`src/rtl/switch_led_panel_pkg.sv`:
```
// Shared constants for the switch/LED demo panel: active-low 7-segment code table
// and the helper that maps a nibble onto it.
package switch_led_panel_pkg;

    localparam logic [7:0] SEG7_BLANK = 8'hFF;

    localparam logic [7:0] SEG7_0 = 8'hC0;
    localparam logic [7:0] SEG7_1 = 8'hF9;
    localparam logic [7:0] SEG7_2 = 8'hA4;
    localparam logic [7:0] SEG7_3 = 8'hB0;
    localparam logic [7:0] SEG7_4 = 8'h99;
    localparam logic [7:0] SEG7_5 = 8'h92;
    localparam logic [7:0] SEG7_6 = 8'h82;
    localparam logic [7:0] SEG7_7 = 8'hF8;
    localparam logic [7:0] SEG7_8 = 8'h80;
    localparam logic [7:0] SEG7_9 = 8'h90;
    localparam logic [7:0] SEG7_A = 8'h88;
    localparam logic [7:0] SEG7_B = 8'h83;
    localparam logic [7:0] SEG7_C = 8'hC6;
    localparam logic [7:0] SEG7_D = 8'hA1;
    localparam logic [7:0] SEG7_E = 8'h86;
    localparam logic [7:0] SEG7_F = 8'h8E;

    // bit0=a .. bit6=g, bit7=dp; decimal point is always off.
    function automatic logic [7:0] seg7_decode(input logic [3:0] nib);
        logic [7:0] code;
        code = SEG7_BLANK;
        case (nib)
            4'h0: code = SEG7_0;
            4'h1: code = SEG7_1;
            4'h2: code = SEG7_2;
            4'h3: code = SEG7_3;
            4'h4: code = SEG7_4;
            4'h5: code = SEG7_5;
            4'h6: code = SEG7_6;
            4'h7: code = SEG7_7;
            4'h8: code = SEG7_8;
            4'h9: code = SEG7_9;
            4'hA: code = SEG7_A;
            4'hB: code = SEG7_B;
            4'hC: code = SEG7_C;
            4'hD: code = SEG7_D;
            4'hE: code = SEG7_E;
            4'hF: code = SEG7_F;
            default: code = SEG7_BLANK;
        endcase
        return code;
    endfunction

endpackage

```
`src/rtl/switch_led_panel_light_runner.sv`:
```
// Running light: a one-hot register that rotates left once every TICK_DIV clocks.
module light_runner
    import switch_led_panel_pkg::*;
#(
    parameter int unsigned LED_W    = 12,
    parameter int unsigned TICK_DIV = 5_000_000
) (
    input  logic             clk,
    input  logic             rst,
    output logic [LED_W-1:0] lr_o
);

    localparam int unsigned CNT_W = (TICK_DIV > 2) ? $clog2(TICK_DIV) : 1;
    localparam logic [CNT_W-1:0] CNT_LAST = CNT_W'(TICK_DIV - 1);

    logic [CNT_W-1:0] cnt_q, cnt_d;
    logic [LED_W-1:0] lr_q, lr_d;

    always_comb begin
        cnt_d = cnt_q + CNT_W'(1);
        lr_d  = lr_q;
        if (cnt_q == CNT_LAST) begin
            cnt_d = '0;
            lr_d  = {lr_q[LED_W-2:0], lr_q[LED_W-1]};
        end
    end

    always_ff @(posedge clk or posedge rst) begin
        if (rst) begin
            cnt_q <= '0;
            lr_q  <= LED_W'(1);
        end else begin
            cnt_q <= cnt_d;
            lr_q  <= lr_d;
        end
    end

    assign lr_o = lr_q;

endmodule

```
`src/rtl/switch_led_panel.sv`:
```
// Board demo block: running light on led[15:4], 8-to-3 priority encoder on led[2:0],
// and the encoder result shown on the 7-segment digit.
module switch_led_panel
    import switch_led_panel_pkg::*;
#(
    parameter int unsigned LED_W    = 12,
    parameter int unsigned TICK_DIV = 5_000_000
) (
    input  logic        clk,
    input  logic        rst,
    input  logic [9:0]  sw,
    output logic [15:0] led,
    output logic [7:0]  hex
);

    logic [LED_W-1:0] lr;
    logic [2:0]       y;

    // y=0 covers both "bit0 set" and "nothing set / disabled".
    function automatic logic [2:0] prio_enc8(input logic [7:0] x, input logic en);
        logic [2:0] idx;
        idx = 3'd0;
        if (en) begin
            for (int i = 0; i < 8; i++) begin
                if (x[i]) idx = 3'(i);
            end
        end
        return idx;
    endfunction

    light_runner #(
        .LED_W    (LED_W),
        .TICK_DIV (TICK_DIV)
    ) u_light_runner (
        .clk  (clk),
        .rst  (rst),
        .lr_o (lr)
    );

    always_comb begin
        y   = prio_enc8(sw[7:0], sw[8]);
        hex = SEG7_BLANK;
        if (sw[9]) hex = seg7_decode({1'b0, y});
    end

    assign led = {lr, 1'b0, y};

endmodule

```
`config.mk`:
```
export PLATFORM = sky130hd
export DESIGN_NAME = switch_led_panel
export DESIGN_NICKNAME = d
export VERILOG_FILES = /design/src/rtl/switch_led_panel_pkg.sv /design/src/rtl/switch_led_panel_light_runner.sv /design/src/rtl/switch_led_panel.sv
export SDC_FILE = /design/constraint.sdc
export NUM_CORES = 1
export LEC_CHECK = 0
export CAP_MARGIN = 20
export CELL_PAD_IN_SITES_DETAIL_PLACEMENT = 0
export CELL_PAD_IN_SITES_GLOBAL_PLACEMENT = 1
export CORE_MARGIN = 5
export CORE_UTILIZATION = 41
export CTS_CLUSTER_DIAMETER = 40
export DETAILED_ROUTE_END_ITERATION = 7
export GPL_ROUTABILITY_DRIVEN = 0
export HOLD_SLACK_MARGIN = 0.02
export MAX_ROUTING_LAYER = met4
export PLACE_DENSITY = 0.77
export SYNTH_ARGS = -nofsm -noshare
export SYNTH_HDL_FRONTEND = slang
export SYNTH_HIERARCHICAL = 1
export SYNTH_SLANG_ARGS = --single-unit
```
`constraint.sdc`:
```
create_clock -name clk -period 4.6 [get_ports clk]
set_clock_uncertainty 0.2 [all_clocks]
set_input_delay 1.38 -clock clk [delete_from_list [all_inputs] [get_ports clk]]
set_output_delay 1.38 -clock clk [all_outputs]
set_load 0.02 [all_outputs]
```
# == Word-level counts from Yosys, hierarchy flattened ==
# Memories as Yosys holds them, arrays and structs flattened.
# Cells that the tools add are included.
# classes
n_addsub,1
eq_ne,1
mux,10
# ops
op,n
$add 23x1->23 const B,1
$eq 23x23->1 const B,1
$mux 23,1
$mux 3,7
$mux 8,1
$mux 1,1
# word_totals
ff_bits,35
rom_bits,56
inputBits,12
output_inout_bits,24
word_cells,15
memories,1
# memory_table
memory,depth,word_bits,read_ports,rd_clocked_by_memory_dff,wr,line,text
(name not given),8,7,1,0,0,switch_led_panel_pkg.sv:28,case (nib)

# == Logic depth before layout (Yosys ltp) ==
# Gate-level depths: netlist of the first run.
# An unclocked memory read counts as a cell.
# depth
ltp_word,10
mapped_depth,6
mapped_depth_nobuf,6

# == Modules after synthesis ==
# The synthesis of the first run kept the hierarchy.
# by_module_without_submodules
mod,instances,cells_per_inst,area_per_inst_um2,seq_area_each_um2
light_runner,1,133,1640.3,877.1
switch_led_panel,1,40,295.3,0.0

# == Least setup slack after synthesis of the first run ==
# No wires, ideal clock.
# synth_timing
path_kind,input to output
start,input port sw[7]
end,output port hex[4]
arrival_ns,3.025
required_ns,3.020
path_slack_ns,-0.005
stages,5
path_buffers,1
cell_sequence,clkbuf_2 > nand2b_1 > o311ai_0 > ha_1 > o311ai_0
# synth_between
elab_chain_len,4
# synth_lines
element,line,text
from (decl),switch_led_panel.sv:11,"input logic [9:0] sw,"
$mux 3,switch_led_panel.sv:25,if (x[i]) idx = 3'(i);
$mux 3,switch_led_panel.sv:23,if (en) begin
$mem_v2 8x7,n/a,
$mux 8,switch_led_panel.sv:43,"if (sw[9]) hex = seg7_decode({1'b0, y});"
to (decl),switch_led_panel.sv:13,output logic [7:0] hex
# Every way passes these cells.

# == Final worst setup path of the first run ==
# layout_timing
start,input port sw[2]
end,output port hex[4]
# layout_between
elab_chain_len,9
# layout_lines
element,line
$mux 3 (6 in series),switch_led_panel.sv:25
$mux 3,switch_led_panel.sv:23
$mem_v2 8x7,n/a
$mux 8,switch_led_panel.sv:43
# Every way passes these cells.

==> results of run 1 <==
==> metrics by stage <==
stage | TNS [ns] | hold slack (ns) | cells
global route | -0.0123 | 0.324 | 284
global placement | -4.08 | 0.264 | 273
detailed placement | -4.29 | 0.287 | 273
finish | 0 | 0.298 | 284
CTS | -0.0757 | 0.296 | 283
floorplan | 0 | 0.250 | 173
==> power by group <==
| part | total [mW] | switching [mW] | internal (mW) |
|---|---|---|---|
| logic | 0.0883 | 0.0449 | 0.0433 |
| clock network | 0.210 | 0.104 | 0.106 |
| registers | 0.308 | 0 | 0.308 |
| total | 0.606 | 0.149 | 0.457 |
==> synthesized netlist by cell type (all sizes together), types with 2 or more instances <==
cell type  count
mux2          12
nor3           5
conb           2
nand2         13
dfrtp         34
a31oi          2
clkbuf         2
nand3          8
buf            4
o311ai         2
nor4           6
ha             6
nor2b          2
nand4          5
or2            2
nor4b          2
xor2           7
xnor2         10
a211oi         2
o21ai          2
o211ai         3
inv            5
and3           5
or4            2
nor2          15
==> per-layer routing <==
metal / GRT usage / vias to the layer above
met5: - / -
met4: 0.0664 / 0
met3: 0.0363 / 9
met2: 0.262 / 36
met1: 0.190 / 758
li1: - / 732
==> final timing paths <==
kind / startpoint / end / slack [ns]
worst max register to register: u_light_runner/cnt_q[10] / u_light_runner/lr_o[11] / 1.79
worst min-delay path: u_light_runner/cnt_q[0] / u_light_runner/cnt_q[0] / 0.30
worst max-delay path: sw[2] / hex[4] / 0.06
min in group asynchronous: rst / u_light_runner/cnt_q[16] / 1.26
worst min register to register: u_light_runner/cnt_q[0] / u_light_runner/cnt_q[0] / 0.30
max in group asynchronous: rst / u_light_runner/lr_o[0] / 2.19
==> final cells by class <==
| cell class | count | area [µm²] | area share |
|---|---|---|---|
| sequential | 35 | 877 | 0.333 |
| tap | 54 | 67.6 | 0.0257 |
| timing repair buffer | 55 | 500 | 0.190 |
| clock buffer | 7 | 76.3 | 0.0290 |
| multi-input combinational | 127 | 1080 | 0.412 |
| inverter | 5 | 18.8 | 0.00714 |
| clock inverter | 1 | 5.00 | 0.00190 |
==> registers in the layout, indices dropped and copies added (netlist names) <==
signal	cells
u_light_runner/cnt_q	23
u_light_runner/lr_o	12
==> repair_timing <==
| item | 4_1_cts | 5_1_grt |
|---|---|---|
| gates resized for setup | 51 | 19 |
| setup endpoints to repair | 10 | 8 |
| hold buffers | 0 | 0 |
| buffers inserted | 2 | 1 |
| pin swaps | 6 | 5 |
==> cell families after synthesis <==
logic type               synth area share
buffers and inverters              0.0362
AO/OA/AOI/OAI                      0.0879
multiplexers                       0.0892
flip-flops                          0.453
adder cells (fa/ha/maj)            0.0388
other                             0.00388
XOR/XNOR                           0.0769
AND/OR/NAND/NOR                     0.214
==> metrics.txt, run 1 <==
FMAX 220 MHz; Max Slew Vio Count 0; main flop type after synthesis dfrtp_1; worst setup slack after layout 0.0641 ns; Hold Fails Final Rpt 0; Vias 1535; CP Depth 9; diodes inserted 0; CP top delay family buffers and inverters; total power 606 µW; first-pass GRT wire length 7550 µm; DR iter-0 viols 127; DRC 0; worst-path fanout max 2; maximum vdd drop 0.186 mV; Post-Syn Instances 173; syn avg cell area 11.2 µm²; Max Used Layer met4; Clock Latency Late Sink 0.29 ns; Clock Path Buffers 2; Layout area overhead 35.9%; Post-Syn Nets 191; EDFF count, synth 0; final setup fails 0; Max transition margin 0.283; TritonCTS Sinks 35; CP Data Arrival Time 2.96 ns; vias per cell 5.40; wire per inst 15.9 µm; die width 78.7 µm; final WL 4500 µm; DR pass1 iterations 4; die height 78.7 µm; Syn Std Cell Area 1940 µm²; H-tree Lvls 2; post-synthesis async set-or-reset flop share 1.00; Power Density 231 nW/µm²; Synth area leaders dfrtp_1 (44%), mux2_4 (7.8%), xnor2_1 (4.5%); Cell variety after synth 48; layout cells sized above 1 0.326; IO Port Bufs 32; Worst Setup Start Kind input pin; CP most frequent cell buf_4; Starting Density 0.415; hold path depth 1; max-cap violations 0; Worst path slowest cell o31a_1; met3 WL 179 µm; final design utilization 0.564; critical path type input pin to output pin; ANT nets after route 0; Die ar. 6200 µm²; GRT Util Overall 0.160; Required @ worst endpoint 3.02 ns; fin crit share 0.986; Fill cells 387; Reg clk slew, reported paths 0.06 ns; Post-Layout Inst Area 2630 µm²; Max stage delay on crit path 0.28 ns; Tightest Pin Transition 1.07 ns; Nets 247; sequential-to-total area share from yosys stat 0.453; synth warn 6; worst-path cell chain dlygate4sd2_1 -> buf_4 -> nor2_4 -> nor3_2 -> o31a_1 -> buf_4 -> ha_4 -> o311ai_1 -> buf_2; Top Ports 36; LEAKAGE 1.19 nW; Tightest Hold Check Type register to register; Bufs and invs on worst path 4; CP Capture Type output pin; pre-CTS setup slack -0.610 ns; number of global-route vias before repair 1592; TritonCTS clock tree built; WL met2 2360 µm; largest net degree at the start of global routing 21; dpl cell area 2420 µm²; post-DP HPWL 3240 µm; status finished clean; reg2reg path depth 4; Num CTS Buffers 5; CTS root buffer clkbuf_8; # rows 25; area leader, netlist dfrtp_1; Final min period 4.54 ns; top cell type's share of synthesized area 0.440; commonest non-fill, non-tap cell in the layout dfrtp_1; remaining global-route overflow 0; most frequent cells in the layout dfrtp_1 (34), buf_4 (21), clkdlybuf4s50_1 (16); synthesis-stage register bit count 35; core area 4660 µm²; antenna violations before repair 0; met1 wire length 1900 µm
Note: power is estimated with default switching activity, not from simulation.
==> run 2, diff against run 1 <==
--- a/config.mk
+++ b/config.mk
@@ -14,8 +14,8 @@
 export DETAILED_ROUTE_END_ITERATION = 7
 export GPL_ROUTABILITY_DRIVEN = 0
 export HOLD_SLACK_MARGIN = 0.02
-export MAX_ROUTING_LAYER = met4
 export PLACE_DENSITY = 0.77
+export SLEW_MARGIN = 5
 export SYNTH_ARGS = -nofsm -noshare
 export SYNTH_HDL_FRONTEND = slang
 export SYNTH_HIERARCHICAL = 1
==> run 2 against run 1 <==
Net effect:
- critical path depth did not move
- worst setup slack lost 0.0022 ns
- clock power is essentially flat
- non-clock buffer count did not move
- critical endpoint unchanged
- largest power group unchanged
==> metrics.txt, run 2 (same netlist as run 1, synthesis figures left out) <==
core area 4660 µm² (unchanged); worst setup slack after layout 0.0619 ns (-0.00225 ns); # rows 25 (unchanged); final WL 4550 µm (+1.0%); Fill cells 387 (unchanged); commonest non-fill, non-tap cell in the layout dfrtp_1; LEAKAGE 1.19 nW (unchanged); Die ar. 6200 µm² (unchanged); DR iter-0 viols 141 (+11%); H-tree Lvls 2 (unchanged); DR pass1 iterations 4 (unchanged); Worst Hold Launch u_light_runner/cnt_q[0]; first-pass GRT wire length 7560 µm (about the same); Tightest Hold Check Type register to register; Num CTS Buffers 5 (unchanged); Worst Setup Start Kind input pin; CP Data Arrival Time 2.96 ns (about the same); wire per inst 16.0 µm (+1.0%); WL met2 2360 µm (+0.17%); Max Slew Vio Count 0 (unchanged); Clock Latency Late Sink 0.29 ns (about the same); worst r2r src u_light_runner/cnt_q[10]; Vias 1546 (+0.72%); pre-CTS setup slack -0.610 ns (unchanged); Hold Buf Count CTS 0 (unchanged); Top reg by flops u_light_runner/cnt_q; max reg flops 23 (unchanged); hold path endpoint u_light_runner/cnt_q[0]; FMAX 220 MHz (about the same); reg2reg path depth 4 (unchanged); Reg clk slew, reported paths 0.06 ns (about the same); Top Ports 36 (unchanged); TritonCTS Sinks 35 (unchanged); met1 wire length 1910 µm (+0.47%); post-DP HPWL 3240 µm (unchanged); Max Used Layer met4; ANT nets after route 0 (unchanged); Final Hold Slack 0.297 ns (-0.000878 ns); most frequent cells in the layout dfrtp_1 (34), buf_4 (21), clkdlybuf4s50_1 (16); Starting Density 0.415 (unchanged); register area 877 µm² (unchanged); hold path depth 1 (unchanged); Final min period 4.54 ns (+0.00225 ns); flop-to-flop setup slack 1.79 ns (about the same); DRC 0 (unchanged); Required @ worst endpoint 3.02 ns (about the same); Max transition margin 0.283 (about the same); die height 78.7 µm (unchanged); layout cells sized above 1 0.326 (unchanged); diodes inserted 0 (unchanged); worst-path fanout max 2 (unchanged); IO Port Bufs 32 (unchanged); max-cap violations 0 (unchanged); Clock Path Buffers 2 (unchanged); final setup fails 0 (unchanged); CTS root buffer clkbuf_8; fin crit share 0.987 (about the same); Nets 247 (unchanged); die width 78.7 µm (unchanged); critical path type input pin to output pin; number of global-route vias before repair 1590 (-0.13%); footprint of the multi-input gates 1080 µm² (unchanged); Power Density 231 nW/µm² (about the same); Tightest Pin Transition 1.07 ns (-0.000333 ns); Layout area overhead 35.9% (unchanged); TritonCTS clock tree built; maximum vdd drop 0.186 mV (about the same); largest net degree at the start of global routing 21 (unchanged); R2R Path End u_light_runner/lr_o[11]; CP Capture Type output pin; antenna violations before repair 0 (unchanged); GRT Util Overall 0.156 (-0.00353); status finished clean; met3 WL 216 µm (+21%); remaining global-route overflow 0 (unchanged); Hold Fails Final Rpt 0 (unchanged); total power 607 µW (about the same); vias per cell 5.44 (+0.72%)
==> run 2: cell counts in the layout (fill, tap and decap cells not counted) <==
No cell type changed its count.
==> run 2: layer usage <==
| metal | track usage | vias up |
|---|---|---|
| met1 | 0.190 | 760 |
| met4 | 0.0455 | 0 |
| met2 | 0.262 | 45 |
| met3 | 0.0533 | 9 |
| li1 | - | 732 |
| met5 | 0 | - |
==> run 2: how the worst max path moves through the flow <==
stage,slack (ns),depth (start not counted),endpoint,startpoint
after floorplan,0.15,5,hex[1],sw[1]
after global placement,-0.60,8,hex[1],sw[2]
after detailed placement,-0.61,8,hex[4],sw[3]
after CTS,-0.02,8,hex[1],sw[1]
after global routing,-0.01,9,hex[4],sw[2]
final,0.06,9,hex[4],sw[2]
==> run 2: repair_timing <==
action / CTS / global route
pin swaps: 6 / 5
setup buffers: 2 / 1
gates resized for setup: 51 / 19
endpoints found under the setup margin: 10 / 8
==> run 2: stage by stage <==
step	setup TNS [ns]	util	std cells	cell area (µm²)
detailed placement	-4.29	0.520	273	2420
global placement	-4.08	0.520	273	2420
global route	-0.0124	0.564	284	2630
CTS	-0.0757	0.544	283	2540
floorplan	0	-	173	1940
finish	0	0.564	284	2630
==> run 2: power breakdown <==
| group | internal (mW) | switching [mW] | leakage [nW] |
|---|---|---|---|
| Combinational | 0.0433 | 0.0451 | 0.681 |
| Clock | 0.106 | 0.104 | 0.0422 |
| Sequential | 0.308 | 0 | 0.471 |
==> run 2: worst max-delay path, cell delays in order <==
cell	delay [ns]
dlygate4sd2_1	0.26
buf_4	0.15
nor2_4	0.11
nor3_2	0.05
o31a_1	0.28
buf_4	0.15
ha_4	0.15
o311ai_1	0.21
buf_2	0.21
==> run 2: cell type report <==
cell class              count  share of cell area
multi-input cells         127               0.412
inverters                   5             0.00714
clock inverters             1             0.00190
repair buffers             55               0.190
flip-flops and latches     35               0.333
clock buffers               7              0.0290
well taps                  54              0.0257
==> run 3, diff against run 2 <==
--- a/config.mk
+++ b/config.mk
@@ -15,7 +15,7 @@
 export GPL_ROUTABILITY_DRIVEN = 0
 export HOLD_SLACK_MARGIN = 0.02
 export PLACE_DENSITY = 0.77
-export SLEW_MARGIN = 5
+export SLEW_MARGIN = 10
 export SYNTH_ARGS = -nofsm -noshare
 export SYNTH_HDL_FRONTEND = slang
 export SYNTH_HIERARCHICAL = 1
==> results of run 3 <==
No change in the layout: final DEF, timing and power equal those of run 2.
